--- src/rtl/oled_refresh_scheduler_if.sv ---
// Handshake bundle between the OLED refresh scheduler and the init/write engines and host.
interface oled_refresh_scheduler_if;
  logic       init_done_sig;
  logic       write_done_sig;
  logic       reinit_req;
  logic       init_start_sig;
  logic       write_start_sig;
  logic [3:0] page_idx;
  logic       busy;
  logic       frame_done;
  logic       timeout_err;

  modport master (
    input  init_done_sig, write_done_sig, reinit_req,
    output init_start_sig, write_start_sig, page_idx, busy, frame_done, timeout_err
  );

  modport slave (
    output init_done_sig, write_done_sig, reinit_req,
    input  init_start_sig, write_start_sig, page_idx, busy, frame_done, timeout_err
  );
endinterface

--- src/rtl/oled_refresh_scheduler.sv ---
// OLED IIC display sequencer: one init pass, then periodic page-by-page refresh,
// with a done-timeout watchdog that forces re-init and a deferred host re-init request.
//
//   state   | meaning
//   INIT_GO | one-cycle launch of an init pass
//   INIT    | init engine running, waiting for init_done
//   WRITE   | write engine sending page_q, waiting for write_done
//   GAP     | one idle cycle between starts so the engines can rearm
//   WAIT    | refresh interval between frames
module oled_refresh_scheduler #(
  parameter int PAGES          = 4,
  parameter int REFRESH_CYCLES = 500000,
  parameter int TIMEOUT_CYCLES = 1000000
) (
  input logic                         CLOCK,
  input logic                         RST_n,
  oled_refresh_scheduler_if.master    sched
);

  localparam int TMR_MAX = (REFRESH_CYCLES > TIMEOUT_CYCLES) ? REFRESH_CYCLES : TIMEOUT_CYCLES;
  localparam int TW      = (TMR_MAX > 2) ? $clog2(TMR_MAX) : 1;

  localparam logic [TW-1:0] REFRESH_LOAD = TW'(REFRESH_CYCLES - 1);
  localparam logic [TW-1:0] TIMEOUT_LOAD = TW'(TIMEOUT_CYCLES - 1);
  localparam logic [3:0]    LAST_PAGE    = 4'(PAGES - 1);

  typedef enum logic [2:0] {
    S_INIT_GO,
    S_INIT,
    S_WRITE,
    S_GAP,
    S_WAIT
  } state_t;

  state_t        state_q, state_d;
  logic [3:0]    page_q, page_d;
  logic [TW-1:0] tmr_q, tmr_d;
  logic          pend_q, pend_d;
  logic          init_start_q, write_start_q, busy_q, frame_done_q, timeout_err_q;

  logic          frame_end;
  logic          tmo;
  logic          pend_now;
  logic          expired;
  logic          entering;

  always_ff @(posedge CLOCK or negedge RST_n) begin
    if (!RST_n) begin
      state_q <= S_INIT_GO;
    end else begin
      state_q <= state_d;
    end
  end

  always_comb begin
    state_d   = state_q;
    page_d    = page_q;
    frame_end = 1'b0;
    tmo       = 1'b0;
    pend_now  = pend_q | sched.reinit_req;
    expired   = (tmr_q == '0);

    case (state_q)
      S_INIT_GO: state_d = S_INIT;
      S_INIT: begin
        if (sched.init_done_sig) begin
          page_d  = '0;
          state_d = S_GAP;
        end else if (expired) begin
          tmo     = 1'b1;
          page_d  = '0;
          state_d = S_INIT_GO;
        end
      end
      S_WRITE: begin
        // done takes priority over a watchdog expiry in the same cycle
        if (sched.write_done_sig) begin
          if (page_q == LAST_PAGE) begin
            frame_end = 1'b1;
            page_d    = '0;
            state_d   = pend_now ? S_INIT_GO : S_WAIT;
          end else begin
            page_d  = page_q + 4'd1;
            state_d = S_GAP;
          end
        end else if (expired) begin
          tmo     = 1'b1;
          page_d  = '0;
          state_d = S_INIT_GO;
        end
      end
      S_GAP: state_d = S_WRITE;
      S_WAIT: begin
        if (pend_now) begin
          state_d = S_INIT_GO;
        end else if (expired) begin
          state_d = S_WRITE;
        end
      end
      default: state_d = S_INIT_GO;
    endcase

    entering = (state_d != state_q);

    // One down-counter serves both the refresh interval and the done watchdog.
    if (entering) begin
      tmr_d = (state_d == S_WAIT) ? REFRESH_LOAD : TIMEOUT_LOAD;
    end else if (tmr_q != '0) begin
      tmr_d = tmr_q - 1'b1;
    end else begin
      tmr_d = tmr_q;
    end

    if (entering && (state_d == S_INIT_GO)) begin
      pend_d = 1'b0;
    end else begin
      pend_d = pend_now;
    end
  end

  always_ff @(posedge CLOCK or negedge RST_n) begin
    if (!RST_n) begin
      page_q        <= '0;
      tmr_q         <= '0;
      pend_q        <= 1'b0;
      init_start_q  <= 1'b0;
      write_start_q <= 1'b0;
      busy_q        <= 1'b0;
      frame_done_q  <= 1'b0;
      timeout_err_q <= 1'b0;
    end else begin
      page_q        <= page_d;
      tmr_q         <= tmr_d;
      pend_q        <= pend_d;
      init_start_q  <= (state_d == S_INIT);
      write_start_q <= (state_d == S_WRITE);
      busy_q        <= (state_d == S_INIT) || (state_d == S_WRITE) || (state_d == S_GAP);
      frame_done_q  <= frame_end;
      timeout_err_q <= timeout_err_q | tmo;
    end
  end

  assign sched.init_start_sig  = init_start_q;
  assign sched.write_start_sig = write_start_q;
  assign sched.page_idx        = page_q;
  assign sched.busy            = busy_q;
  assign sched.frame_done      = frame_done_q;
  assign sched.timeout_err     = timeout_err_q;

endmodule

--- src/flat_wrapper.sv ---
// flat-port wrapper written by rule: the top's interface ports become plain ports
module oled_refresh_scheduler_flat 
#(
  parameter int PAGES          = 4,
  parameter int REFRESH_CYCLES = 500000,
  parameter int TIMEOUT_CYCLES = 1000000
)
  (CLOCK, RST_n, sched_init_done_sig, sched_write_done_sig, sched_reinit_req, sched_init_start_sig, sched_write_start_sig, sched_page_idx, sched_busy, sched_frame_done, sched_timeout_err);
  oled_refresh_scheduler_if sched_i ();
  input logic CLOCK;
  input logic RST_n;
  input wire logic [$bits(sched_i.init_done_sig)-1:0] sched_init_done_sig;
  input wire logic [$bits(sched_i.write_done_sig)-1:0] sched_write_done_sig;
  input wire logic [$bits(sched_i.reinit_req)-1:0] sched_reinit_req;
  output wire logic [$bits(sched_i.init_start_sig)-1:0] sched_init_start_sig;
  output wire logic [$bits(sched_i.write_start_sig)-1:0] sched_write_start_sig;
  output wire logic [$bits(sched_i.page_idx)-1:0] sched_page_idx;
  output wire logic [$bits(sched_i.busy)-1:0] sched_busy;
  output wire logic [$bits(sched_i.frame_done)-1:0] sched_frame_done;
  output wire logic [$bits(sched_i.timeout_err)-1:0] sched_timeout_err;
  assign sched_i.init_done_sig = sched_init_done_sig;
  assign sched_i.write_done_sig = sched_write_done_sig;
  assign sched_i.reinit_req = sched_reinit_req;
  assign sched_init_start_sig = sched_i.init_start_sig;
  assign sched_write_start_sig = sched_i.write_start_sig;
  assign sched_page_idx = sched_i.page_idx;
  assign sched_busy = sched_i.busy;
  assign sched_frame_done = sched_i.frame_done;
  assign sched_timeout_err = sched_i.timeout_err;
  oled_refresh_scheduler #(.PAGES(PAGES), .REFRESH_CYCLES(REFRESH_CYCLES), .TIMEOUT_CYCLES(TIMEOUT_CYCLES)) u_core (.CLOCK(CLOCK), .RST_n(RST_n), .sched(sched_i));
endmodule
--- config.mk ---
export PLATFORM = sky130hd
export DESIGN_NAME = oled_refresh_scheduler_flat
export DESIGN_NICKNAME = d
export VERILOG_FILES = /design/src/rtl/oled_refresh_scheduler_if.sv /design/src/rtl/oled_refresh_scheduler.sv /design/src/flat_wrapper.sv
export SDC_FILE = /design/constraint.sdc
export NUM_CORES = 1
export LEC_CHECK = 0
export BUFFER_PORTS_ARGS = -buffer_cell sky130_fd_sc_hd__buf_2
export CORE_AREA = 10 10 72 74
export CTS_BUF_LIST = sky130_fd_sc_hd__clkbuf_4
export DETAILED_ROUTE_END_ITERATION = 10
export DIE_AREA = 0 0 82 84
export GPL_ROUTABILITY_DRIVEN = 0
export HOLD_SLACK_MARGIN = 0.05
export PLACE_DENSITY = 0.68
export SETUP_SLACK_MARGIN = 0.15
export SYNTH_ARGS = -nofsm -noshare
export SYNTH_HDL_FRONTEND = slang
export SYNTH_SLANG_ARGS = --single-unit
--- constraint.sdc ---
create_clock -name CLOCK -period 2.3 [get_ports CLOCK]
set_input_delay 0.69 -clock CLOCK [delete_from_list [all_inputs] [get_ports CLOCK]]
set_output_delay 0.69 -clock CLOCK [all_outputs]
set_load 0.01 [all_outputs]
Word-level counts from Yosys, hierarchy flattened
Index checks and enable logic that the tools add are counted.
{"block": "totals", "register_bits": 33, "inputBits": 5, "output_inout_bits": 9, "wordCells": 56}
{"block": "op_classes", "addsub": 2, "n_eq_ne": 10, "muxes": 24, "n_bitwise": 2, "n_reduce_logical": 9}
{"cell": "$mux 20", "count": 3}
{"cell": "$mux 3", "count": 7}
{"cell": "$logic_not 20->1", "count": 1}
{"cell": "$reduce_bool 20->1", "count": 1}
{"cell": "$sub 20x1->20 const B", "count": 1}
{"cell": "$mux 4", "count": 4}
{"cell": "$pmux 3 s5", "count": 1}
{"cell": "$eq 3x2->1 const B", "count": 4}
{"cell": "$pmux 4 s2", "count": 1}
{"cell": "$mux 1", "count": 7}
{"cell": "$eq 3x1->1 const B", "count": 2}
{"cell": "$eq 3x3->1 const B", "count": 2}
{"cell": "$logic_not 3->1", "count": 2}
{"cell": "$add 4x1->4 const B", "count": 1}
{"cell": "$eq 4x2->1 const B", "count": 1}
{"cell": "$reduce_bool 2->1", "count": 2}
{"cell": "$ne 3x3->1", "count": 1}
{"cell": "$logic_or 1x1->1", "count": 2}
{"cell": "$or 1x1->1", "count": 2}
{"cell": "$pmux 1 s2", "count": 1}
{"cell": "$logic_and 1x1->1", "count": 1}

Logic depth before layout (Yosys ltp)
Gate-level depths: netlist (run 1).
{"block": "depth", "depth_word": 8, "ltp_mapped": 9, "depth_no_buf": 7}

Worst setup path after synthesis (run 1)
Ideal clock, no wire load.
{"block": "synth_timing", "path_kind": "flip-flop to flip-flop", "startpoint": "reg u_core.tmr_q[0]", "endpoint": "reg u_core.write_start_q (netlist: u_core.sched.write_start_sig)", "setup_ns": 0.069, "t_arrival_ns": 2.270, "t_required_ns": 2.231, "path_slack_ns": -0.039, "path_stages_with_launch": 9, "n_path_buf": 1, "period_less_slack_ns": 2.339, "path_cell_list": "dfrtp_1 > inv_1 > ha_1 > or4b_4 > or3_4 > buf_6 > or3_4 > a21oi_4 > nor2b_2"}
{"block": "synth_between", "elab_chain_cells": 5, "word_cells_on_any_way": 8, "cone_classes": "eq/ne (1); mux (6); reduce/logical (1)"}
{"item": "start, declared", "line": "oled_refresh_scheduler.sv:37", "source": "logic [TW-1:0] tmr_q, tmr_d;"}
{"item": "start signal, assigned", "line": "oled_refresh_scheduler.sv:133", "source": "tmr_q <= tmr_d;"}
{"item": "$logic_not 20->1 (*)", "line": "oled_refresh_scheduler.sv:61", "source": "expired = (tmr_q == '0);"}
{"item": "$mux 3, on equally long branches", "line": "oled_refresh_scheduler.sv:96, oled_refresh_scheduler.sv:69, oled_refresh_scheduler.sv:86"}
{"item": "$mux 3, on equally long branches", "line": "oled_refresh_scheduler.sv:94, oled_refresh_scheduler.sv:77, oled_refresh_scheduler.sv:66"}
{"item": "$pmux 3 s5 (*)", "line": "oled_refresh_scheduler.sv:63", "source": "case (state_q)"}
{"item": "$eq 3x2->1 (*)", "line": "oled_refresh_scheduler.sv:136", "source": "write_start_q <= (state_d == S_WRITE);"}
{"item": "end signal, assigned", "line": "oled_refresh_scheduler.sv:136"}
{"item": "end, declared", "line": "oled_refresh_scheduler.sv:39", "source": "logic init_start_q, write_start_q, busy_q, frame_done_q, timeout_err_q;"}
Mark *: on every way between the ends. The rest lies on a longest branch, timed or not.
A chain may end at the register's enable or synchronous reset.

Worst setup path after layout (run 1)
Same ends and word-level chain as after synthesis.

==> results of run 1 <==
sequential cells by signal, summed over array words and instances, names as in the netlist:
signal                        count
u_core.pend_q                     1
u_core.sched.busy                 1
u_core.sched.frame_done           1
u_core.sched.init_start_sig       1
u_core.sched.page_idx             4
u_core.sched.timeout_err          1
u_core.sched.write_start_sig      1
u_core.state_q                    3
u_core.tmr_q                     20
final timing paths:
| kind | start | to | slack, ns | cells after the start |
|---|---|---|---|---|
| worst max register to register | u_core.tmr_q[0] | u_core.sched.write_start_sig | 0.07 | 7 |
| worst max-delay path | u_core.tmr_q[0] | u_core.sched.write_start_sig | 0.07 | 7 |
| worst min-delay path | RST_n | u_core.tmr_q[0] | 0.40 | 1 |
| min in group CLOCK | u_core.sched.timeout_err | u_core.sched.timeout_err | 0.47 | 1 |
| worst min register to register | u_core.sched.timeout_err | u_core.sched.timeout_err | 0.47 | 1 |
| max in group asynchronous | RST_n | u_core.tmr_q[7] | 1.44 | 1 |
synthesized netlist by cell type (3+ instances only):
cell type,number,share of area
mux2i_1,3,0.017
nand2_1,12,0.025
nor4_1,6,0.021
or3_1,3,0.010
a21oi_1,14,0.039
o21ai_0,11,0.030
xnor2_1,9,0.044
and2_1,6,0.021
clkbuf_1,5,0.010
nand2b_1,3,0.010
dfrtp_1,33,0.46
inv_1,11,0.023
nor3_1,12,0.033
nand3_1,4,0.011
and3_1,4,0.014
a31oi_1,3,0.010
nor2_1,12,0.025
xor2_1,5,0.024
final cells by class:
class | count | area, um2
sequential | 33 | 826
clock inverter | 2 | 10.0
fill | 358 | 1580
inverter | 11 | 41.3
multi-input combinational | 140 | 1050
clock buffer | 6 | 45.0
tap | 50 | 62.6
timing repair buffer | 34 | 243
power groups by stage:
stage,combinational (W),sequential (W),clock (W)
after floorplan,0.000437,0.000744,0
after global placement,0.000662,0.000757,0
after detailed placement,0.000681,0.000759,0
after CTS,0.000709,0.000747,0.000331
after global routing,0.000794,0.000760,0.000366
final,0.000719,0.000749,0.000323
through the flow:
stage / total power, W / setup slack (ns) / util
after floorplan: 0.00118 / 0.0440 / -
after global placement: 0.00142 / 0.0683 / 0.539
after detailed placement: 0.00144 / 0.0178 / 0.539
after CTS: 0.00179 / 0.0745 / 0.578
after global routing: 0.00192 / -0.0221 / 0.591
final: 0.00179 / 0.0708 / 0.591
per-layer routing:
layer  track usage  part of all wire  vias to the layer above  routed length [um]
met5             0                 0                        -                   0
met4        0.0542             0.016                        0                  67
met3        0.0420             0.045                        9                 189
met2         0.215              0.50                       40                2100
met1         0.157              0.44                      781                1830
li1              -                 -                      757                   -
cell families after synthesis:
family | count (synthesis) | share of synthesized area
buffers and inverters | 18 | 0.0422
muxes | 3 | 0.0166
xor gates and xnor gates | 14 | 0.0677
and+or+nand+nor | 76 | 0.241
AOI/OAI and AO/OA | 45 | 0.163
adders and majority gates | 2 | 0.0138
DFF | 33 | 0.456
timing repair:
action	CTS	global route
endpoints found under the hold margin	0	0
gates resized for setup	13	16
setup buffers	4	0
pin swaps	2	6
endpoints found under the setup margin	27	31
worst reg2reg max path, delay by kind of cell, from the launching register on:
kind / cells / cell delay, ns
AND/OR/NAND/NOR: 4 / 1.38
flip-flops: 1 / 0.40
AO/OA/AOI/OAI: 1 / 0.18
adder cells (fa/ha/maj): 1 / 0.13
buffers and inverters: 1 / 0.08
==> flow_summary_export.csv, run 1 <==
group,metric,value,unit
status,outcome,"finished clean",
placement,dpl.hpwl,3090,um
clocking,numClockSinks,33,
clocking,cts_hold_buffers,0,
power_and_ir_drop,p_int,0.00112,W
timing,finalCritPeriodShare,0.969,
timing,hold_slack,0.395,ns
yosys,synth.yosys.seq_area_share,0.456,
route,drc,0,
timing,rsz0062_at_grt,"true",
critical_path,path_cells,"inv_2, ha_4, or4b_4, or3_4, or3_4, a21oi_4, nor2b_4",
critical_path,start_kind,"flip-flop",
clocking,clk_latency,0.34,ns
finish,layout_commonest_cell,"dfrtp_1",
yosys,ys_warn_count,0,
critical_path,cpPeakStageDelay,0.46,ns
placement,io_buffers,13,
timing,skew,0.00800,ns
yosys,ys_ff_latch,33,
yosys,syn_nets,198,
timing,finalSetupViolCount,0,
floorplanning,dieArea,0.00689,mm2
yosys,synth_edf_count,0,
global_routing,antenna_found_initial,0,
route,routed_via_density,5.75,
floorplanning,die_w,82,um
critical_path,critPathTopFamily,"simple AND/OR/NAND/NOR gates",
finish,final_cells,276,
clocking,cts_buffer_depth,2,
timing,fin_tns_setup,0,ns
yosys,syn_area,0.00181,mm2
finish,layout-drive-gt1-share,0.327,
route,vias,1587,
power_and_ir_drop,p_leak,1.01,nW
yosys,synth-main-ff-cell,"dfrtp_1",
route,avgRoutedWirePerCell,15.2,um
timing,finalHoldViolCount,0,
critical_path,cp_common_cell,"or3_4",
finish,final_area,0.00228,mm2
finish,diodes,0,
power_and_ir_drop,clkPwrFrac,0.180,
global_routing,grt_pass1_vias,1678,
yosys,syn_inst,191,
route,wl,4190,um
power_and_ir_drop,sequentialPowerShare,0.418,
finish,final_net_count,232,
global_routing,grt.overflow.total,0,
global_routing,grt_pass1_wl,7480,um
clocking,root_buffer,"clkbuf_4",
critical_path,end_kind,"flip-flop",
floorplanning,coreArea,0.00386,mm2
placement,placed_area,0.00208,mm2
power_and_ir_drop,ir_drop,0.755,mV
power_and_ir_drop,pwr-share-comb,0.401,
critical_path,crit_buf_inv,1,
timing,drv_slew,0,
global_routing,grtUsageTotal,0.133,
power_and_ir_drop,p_switching,0.000669,W
route,ant_nets,0,
finish,layout_common_cells,"33 x dfrtp_1, 18 x buf_4, 13 x buf_2",
global_routing,grt_max_degree,34,
finish,area_growth,25.8,%
floorplanning,ios,14,
floorplanning,initial_core_util,0.470,
critical_path,path_max_fanout,6,
route,first_pass_iters,4,
yosys,syn_area_per_cell,9.48,um2
timing,slew_headroom,0.518,
clocking,clk_pin_slew,0.10,ns
run,drv_cap,0,
min_path,hp-class,"primary input to async pin",
yosys,ys_types,48,
timing,worst_pin_slew,0.723,ns
clocking,cts_tree,"built",
route,drt_iter0_drc,68,
yosys,async_reset_ff_frac,1.00,
floorplanning,rows,23,
critical_path,worstPathArrival,2.51,ns
critical_path,critPathSlowestCell,"or4b_4",
critical_path,crit_required,2.58,ns
critical_path,criticalPathCategory,"flip-flop to flip-flop",
timing,fmax,449,MHz
timing,period_minus_slack,2.23,ns
clocking,cts-buffers-inserted,5,
power_and_ir_drop,p_per_area,786,mW/mm2
power_and_ir_drop,p_sw_frac,0.374,
clocking,h-tree-depth,2,
placement,dp.cells,264,
floorplanning,fp.dieH,84,um
Note: power is estimated with default switching activity, not from simulation.
==> inputs of run 2 (changes only) <==
--- a/config.mk
+++ b/config.mk
@@ -12,7 +12,7 @@
 export DIE_AREA = 0 0 82 84
 export GPL_ROUTABILITY_DRIVEN = 0
 export HOLD_SLACK_MARGIN = 0.05
-export PLACE_DENSITY = 0.68
+export PLACE_DENSITY = 0.66
 export SETUP_SLACK_MARGIN = 0.15
 export SYNTH_ARGS = -nofsm -noshare
 export SYNTH_HDL_FRONTEND = slang
==> constraint.sdc (replaced) <==
create_clock -name CLOCK -period 2.8 [get_ports CLOCK]
set_input_delay 0.84 -clock CLOCK [delete_from_list [all_inputs] [get_ports CLOCK]]
set_output_delay 0.84 -clock CLOCK [all_outputs]
set_load 0.01 [all_outputs]
==> flow_summary_export.csv, run 2 (synthesis gave the netlist of run 1 again) <==
group,metric,value,unit
status,outcome,"finished clean",
clocking,numClockSinks,33,
finish,area_growth,9.40,%
finish,layout-drive-gt1-share,0.169,
clocking,post_cts_resized,0,
critical_path,critPathSlowestCell,"or4b_4",
clocking,cts_buffer_depth,2,
timing,finalHoldViolCount,0,
min_path,hp-class,"flip-flop to flip-flop",
timing,fmax,413,MHz
route,drt_iter0_drc,96,
route,drc,0,
critical_path,path_cells,"inv_1, ha_1, or4b_4, or3_4, o21ai_0, a221oi_2, buf_4, mux2i_1",
timing,rsz0062_at_grt,"false",
finish,fin_util,0.514,
power_and_ir_drop,p_per_area,660,mW/mm2
route,vias,1483,
clocking,cts_hold_buffers,0,
critical_path,critPathTopFamily,"simple AND/OR/NAND/NOR gates",
placement,dpl.hpwl,2810,um
timing,setup_slack,0.380,ns
timing,finalCritPeriodShare,0.864,
timing,slew_headroom,0.519,
critical_path,start_kind,"flip-flop",
placement,dpl_worst_slack,0.363,ns
floorplanning,rows,23,
global_routing,grt.overflow.total,0,
finish,layout_common_cells,"33 x dfrtp_1, 14 x a21oi_1, 13 x buf_2",
finish,largest_reg_flops,20,
timing,finalSetupViolCount,0,
floorplanning,ios,14,
global_routing,grt_pass1_wl,6740,um
floorplanning,die_w,82,um
finish,fill_cells,368,
floorplanning,initial_core_util,0.470,
run,drv_cap,0,
route,routed_via_density,5.77,
floorplanning,dieArea,0.00689,mm2
critical_path,path_max_fanout,20,
route,wl,3840,um
route,first_pass_iters,4,
clocking,cts-buffers-inserted,5,
route,ant_nets,0,
clocking,root_buffer,"clkbuf_4",
critical_path,cpPeakStageDelay,0.50,ns
clocking,h-tree-depth,2,
clocking,cts_tree,"built",
critical_path,worstPathArrival,2.62,ns
finish,final_net_count,214,
placement,io_buffers,13,
finish,layout_commonest_cell,"dfrtp_1",
floorplanning,fp.dieH,84,um
critical_path,end_kind,"flip-flop",
timing,worst_pin_slew,0.721,ns
global_routing,grt_max_degree,34,
timing,fin_tns_setup,0,ns
route,avgRoutedWirePerCell,14.9,um
clocking,cts_setup_buffers,0,
clocking,clk_latency,0.33,ns
finish,diodes,0,
critical_path,crit_buf_inv,2,
global_routing,antenna_found_initial,0,
finish,regMostFlops,"u_core.tmr_q",
global_routing,grt_pass1_vias,1488,
timing,drv_slew,0,
clocking,clk_pin_slew,0.10,ns
timing,skew,0.0128,ns
critical_path,criticalPathCategory,"flip-flop to flip-flop",
global_routing,grtUsageTotal,0.122,
power_and_ir_drop,ir_drop,0.403,mV
timing,period_minus_slack,2.42,ns
power_and_ir_drop,p_leak,0.848,nW
critical_path,crit_required,3.00,ns
floorplanning,coreArea,0.00386,mm2
[run 2: changes by cell type in the layout (fill, tap and decap cells not counted), moves of 3 or more]
cell,previous run,this run
nor4_4,3,0
buf_4,18,3
o21ai_1,6,0
nor4_1,1,6
o21ai_0,5,11
[run 2: path summary, 6_finish.rpt]
check / slack [ns] / to / depth (start not counted) / from
worst min-delay path: 0.48 / u_core.sched.timeout_err / 1 / u_core.sched.timeout_err
worst max register to register: 0.38 / u_core.tmr_q[8] / 8 / u_core.tmr_q[0]
worst max-delay path: 0.38 / u_core.tmr_q[8] / 8 / u_core.tmr_q[0]
worst min register to register: 0.48 / u_core.sched.timeout_err / 1 / u_core.sched.timeout_err
max in group asynchronous: 1.78 / u_core.sched.init_start_sig / 1 / RST_n
min in group asynchronous: 0.55 / u_core.tmr_q[19] / 1 / RST_n
[run 2: final cells by class]
type | instances | area, um2 | area share
Inverter | 11 | 41.3 | 0.0208
Timing Repair Buffer | 16 | 87.6 | 0.0442
Multi-Input combinational cell | 140 | 915 | 0.462
Clock buffer | 6 | 45.0 | 0.0227
Tap cell | 50 | 62.6 | 0.0316
Sequential cell | 33 | 826 | 0.417
Clock inverter | 1 | 3.75 | 0.00190
[run 2: worst reg2reg max path, delay by kind of cell, from the launching register on]
family,cells,cell delay (ns)
mux,1,0.14
buf+inv,2,0.30
flops,1,0.40
simple gates,2,0.95
fa+ha+maj,1,0.20
compound gates,2,0.30
[run 2: through the flow]
step	hold WS [ns]	total power, W	cell area [um2]	instances
2_1_floorplan	0.500	0.000936	1810	191
3_5_place_dp	0.464	0.00107	1930	250
3_3_place_gp	0.465	0.00105	1930	250
4_1_cts	0.484	0.00132	1980	257
6_report	0.476	0.00131	1980	257
5_1_grt	0.531	0.00141	1980	257
[run 2: routing by layer]
layer / vias up / part of all wire / wire, um / track usage
met5: - / 0 / 0 / 0
met4: 0 / 0.0099 / 38 / 0.0449
met3: 4 / 0.058 / 222 / 0.0474
met2: 41 / 0.48 / 1850 / 0.190
met1: 715 / 0.45 / 1730 / 0.146
li1: 723 / - / - / -
[run 2: power by group]
| part | leakage [nW] | switching, W | internal (W) |
|---|---|---|---|
| Combinational | 0.437 | 0.000258 | 0.000174 |
| Sequential | 0.382 | 0.0000796 | 0.000543 |
| Clock | 0.0292 | 0.000152 | 0.000101 |
==> inputs of run 3 (changes only) <==
--- a/config.mk
+++ b/config.mk
@@ -5,14 +5,14 @@
 export SDC_FILE = /design/constraint.sdc
 export NUM_CORES = 1
 export LEC_CHECK = 0
-export BUFFER_PORTS_ARGS = -buffer_cell sky130_fd_sc_hd__buf_2
 export CORE_AREA = 10 10 72 74
 export CTS_BUF_LIST = sky130_fd_sc_hd__clkbuf_4
 export DETAILED_ROUTE_END_ITERATION = 10
 export DIE_AREA = 0 0 82 84
+export DONT_BUFFER_PORTS = 1
 export GPL_ROUTABILITY_DRIVEN = 0
 export HOLD_SLACK_MARGIN = 0.05
-export PLACE_DENSITY = 0.66
+export REMOVE_ABC_BUFFERS = 1
 export SETUP_SLACK_MARGIN = 0.15
 export SYNTH_ARGS = -nofsm -noshare
 export SYNTH_HDL_FRONTEND = slang
==> flow_summary_export.csv, run 3 (synthesis gave the netlist of run 1 again) <==
group,metric,value,unit
critical_path,path_max_fanout,20,
clocking,cts_hold_buffers,0,
critical_path,crit_start,"u_core.tmr_q[0]",
critical_path,rr_worst_depth,8,
timing,fin_tns_setup,0,ns
finish,layout_common_cells,"33 x dfrtp_1, 14 x a21oi_1, 12 x nor2_1, 12 x nor3_1, 12 x nand2_1",
critical_path,r2r-start,"u_core.tmr_q[0]",
global_routing,grt_pass1_wl,6870,um
global_routing,antenna_found_initial,0,
floorplanning,coreArea,0.00386,mm2
clocking,cts_tree,"built",
finish,diodes,0,
critical_path,critPathTopFamily,"simple AND/OR/NAND/NOR gates",
power_and_ir_drop,p_leak,0.801,nW
route,wl,4000,um
finish,layout-drive-gt1-share,0.128,
timing,worst_pin_slew,0.790,ns
critical_path,critPathCapture,"u_core.tmr_q[13]",
clocking,root_buffer,"clkbuf_4",
route,ant_nets,0,
critical_path,regToRegSetupSlack,0.35,ns
clocking,clk_latency,0.33,ns
route,vias,1446,
placement,dpl_worst_slack,0.366,ns
route,drt_iter0_drc,54,
power_and_ir_drop,ir_drop,0.470,mV
clocking,h-tree-depth,2,
critical_path,critPathSlowestCell,"or4b_4",
clocking,clk_pin_slew,0.11,ns
run,drv_cap,0,
global_routing,grt_max_degree,34,
min_path,hp-class,"primary input to async pin",
floorplanning,rows,23,
timing,rsz0062_at_grt,"false",
clocking,numClockSinks,33,
critical_path,criticalPathCategory,"flip-flop to flip-flop",
placement,dpl.hpwl,2930,um
status,outcome,"finished clean",
timing,finalHoldViolCount,0,
clocking,cts-buffers-inserted,5,
route,routed_via_density,5.88,
finish,final_cells,246,
finish,layout_commonest_cell,"dfrtp_1",
global_routing,grt.overflow.total,0,
route,avgRoutedWirePerCell,16.3,um
timing,setup_slack,0.349,ns
critical_path,worstPathArrival,2.65,ns
critical_path,path_cells,"inv_1, ha_1, or4b_4, or3_4, o21ai_0, a221oi_2, buf_4, mux2i_1",
clocking,cts_buffer_depth,2,
global_routing,grtUsageTotal,0.126,
timing,period_minus_slack,2.45,ns
placement,dp.cells,238,
critical_path,crit_buf_inv,2,
floorplanning,fp.dieH,84,um
critical_path,cp.depth,8,
critical_path,start_kind,"flip-flop",
route,drc,0,
finish,multi_input_area,915,um2
critical_path,cpPeakStageDelay,0.50,ns
critical_path,end_kind,"flip-flop",
timing,finalSetupViolCount,0,
floorplanning,ios,14,
finish,regMostFlops,"u_core.tmr_q",
placement,io_buffers,0,
finish,largest_reg_flops,20,
finish,area_growth,6.57,%
timing,slew_headroom,0.469,
finish,ff_latch_area,826,um2
global_routing,grt_pass1_vias,1470,
critical_path,crit_required,3.00,ns
timing,drv_slew,0,
floorplanning,initial_core_util,0.470,
route,first_pass_iters,4,
clocking,cts_setup_buffers,0,
timing,skew,0.0105,ns
floorplanning,die_w,82,um
finish,fin_util,0.500,
critical_path,reg2reg_to,"u_core.tmr_q[13]",
power_and_ir_drop,p_per_area,664,mW/mm2
floorplanning,dieArea,0.00689,mm2
timing,fmax,408,MHz
finish,fill_cells,392,
timing,finalCritPeriodShare,0.875,
finish,final_net_count,202,
clocking,post_cts_resized,0,
timing,hold_slack,0.184,ns
[run 3: cell types whose count changed in the layout (fill, tap and decap cells not counted)]
cell / previous run / this run
clkinv_2: 0 / 2
buf_2: 13 / 0
clkinv_1: 1 / 0
buf_4: 3 / 4
[run 3: per-layer routing]
| layer | track usage | vias to the layer above | wire length [um] |
|---|---|---|---|
| met5 | 0 | - | 0 |
| met4 | 0.0418 | 0 | 60 |
| met3 | 0.0496 | 8 | 264 |
| met2 | 0.199 | 32 | 1960 |
| met1 | 0.149 | 706 | 1710 |
| li1 | - | 700 | - |
[run 3: worst min-delay path by stage]
| stage | cells past startpoint | start | end |
|---|---|---|---|
| 2_1_floorplan | 2 | u_core.pend_q | u_core.pend_q |
| 3_3_place_gp | 0 | RST_n | u_core.tmr_q[3] |
| 3_5_place_dp | 0 | RST_n | u_core.tmr_q[6] |
| 4_1_cts | 0 | RST_n | u_core.tmr_q[6] |
| 5_1_grt | 0 | RST_n | u_core.tmr_q[13] |
| 6_report | 0 | RST_n | u_core.tmr_q[6] |
[run 3: worst register-to-register path, stage by stage (launching register included)]
cell and delay, ns:
dfrtp_1 0.40, inv_1 0.10, ha_1 0.19, or4b_4 0.50, or3_4 0.45, o21ai_0 0.23, a221oi_2 0.10, buf_4 0.21
mux2i_1 0.14
[run 3: per-stage QoR]
stage	cell area (um2)	total power, W
6_report	1930	0.00128
5_1_grt	1930	0.00138
4_1_cts	1930	0.00129
3_5_place_dp	1870	0.00103
3_3_place_gp	1870	0.00102
2_1_floorplan	1780	0.000920
[run 3: final cells by class]
type,instances,share of cell area
multi-input cells,140,0.474
flip-flops and latches,33,0.428
well taps,50,0.0324
clock buffers,6,0.0233
inverters,11,0.0214
repair buffers,4,0.0156
clock inverters,2,0.00519
[run 3: power by group]
part           internal (W)  switching [W]
Sequential         0.000543       0.000109
Clock              0.000105       0.000161
Combinational      0.000150       0.000213
Total              0.000799       0.000483
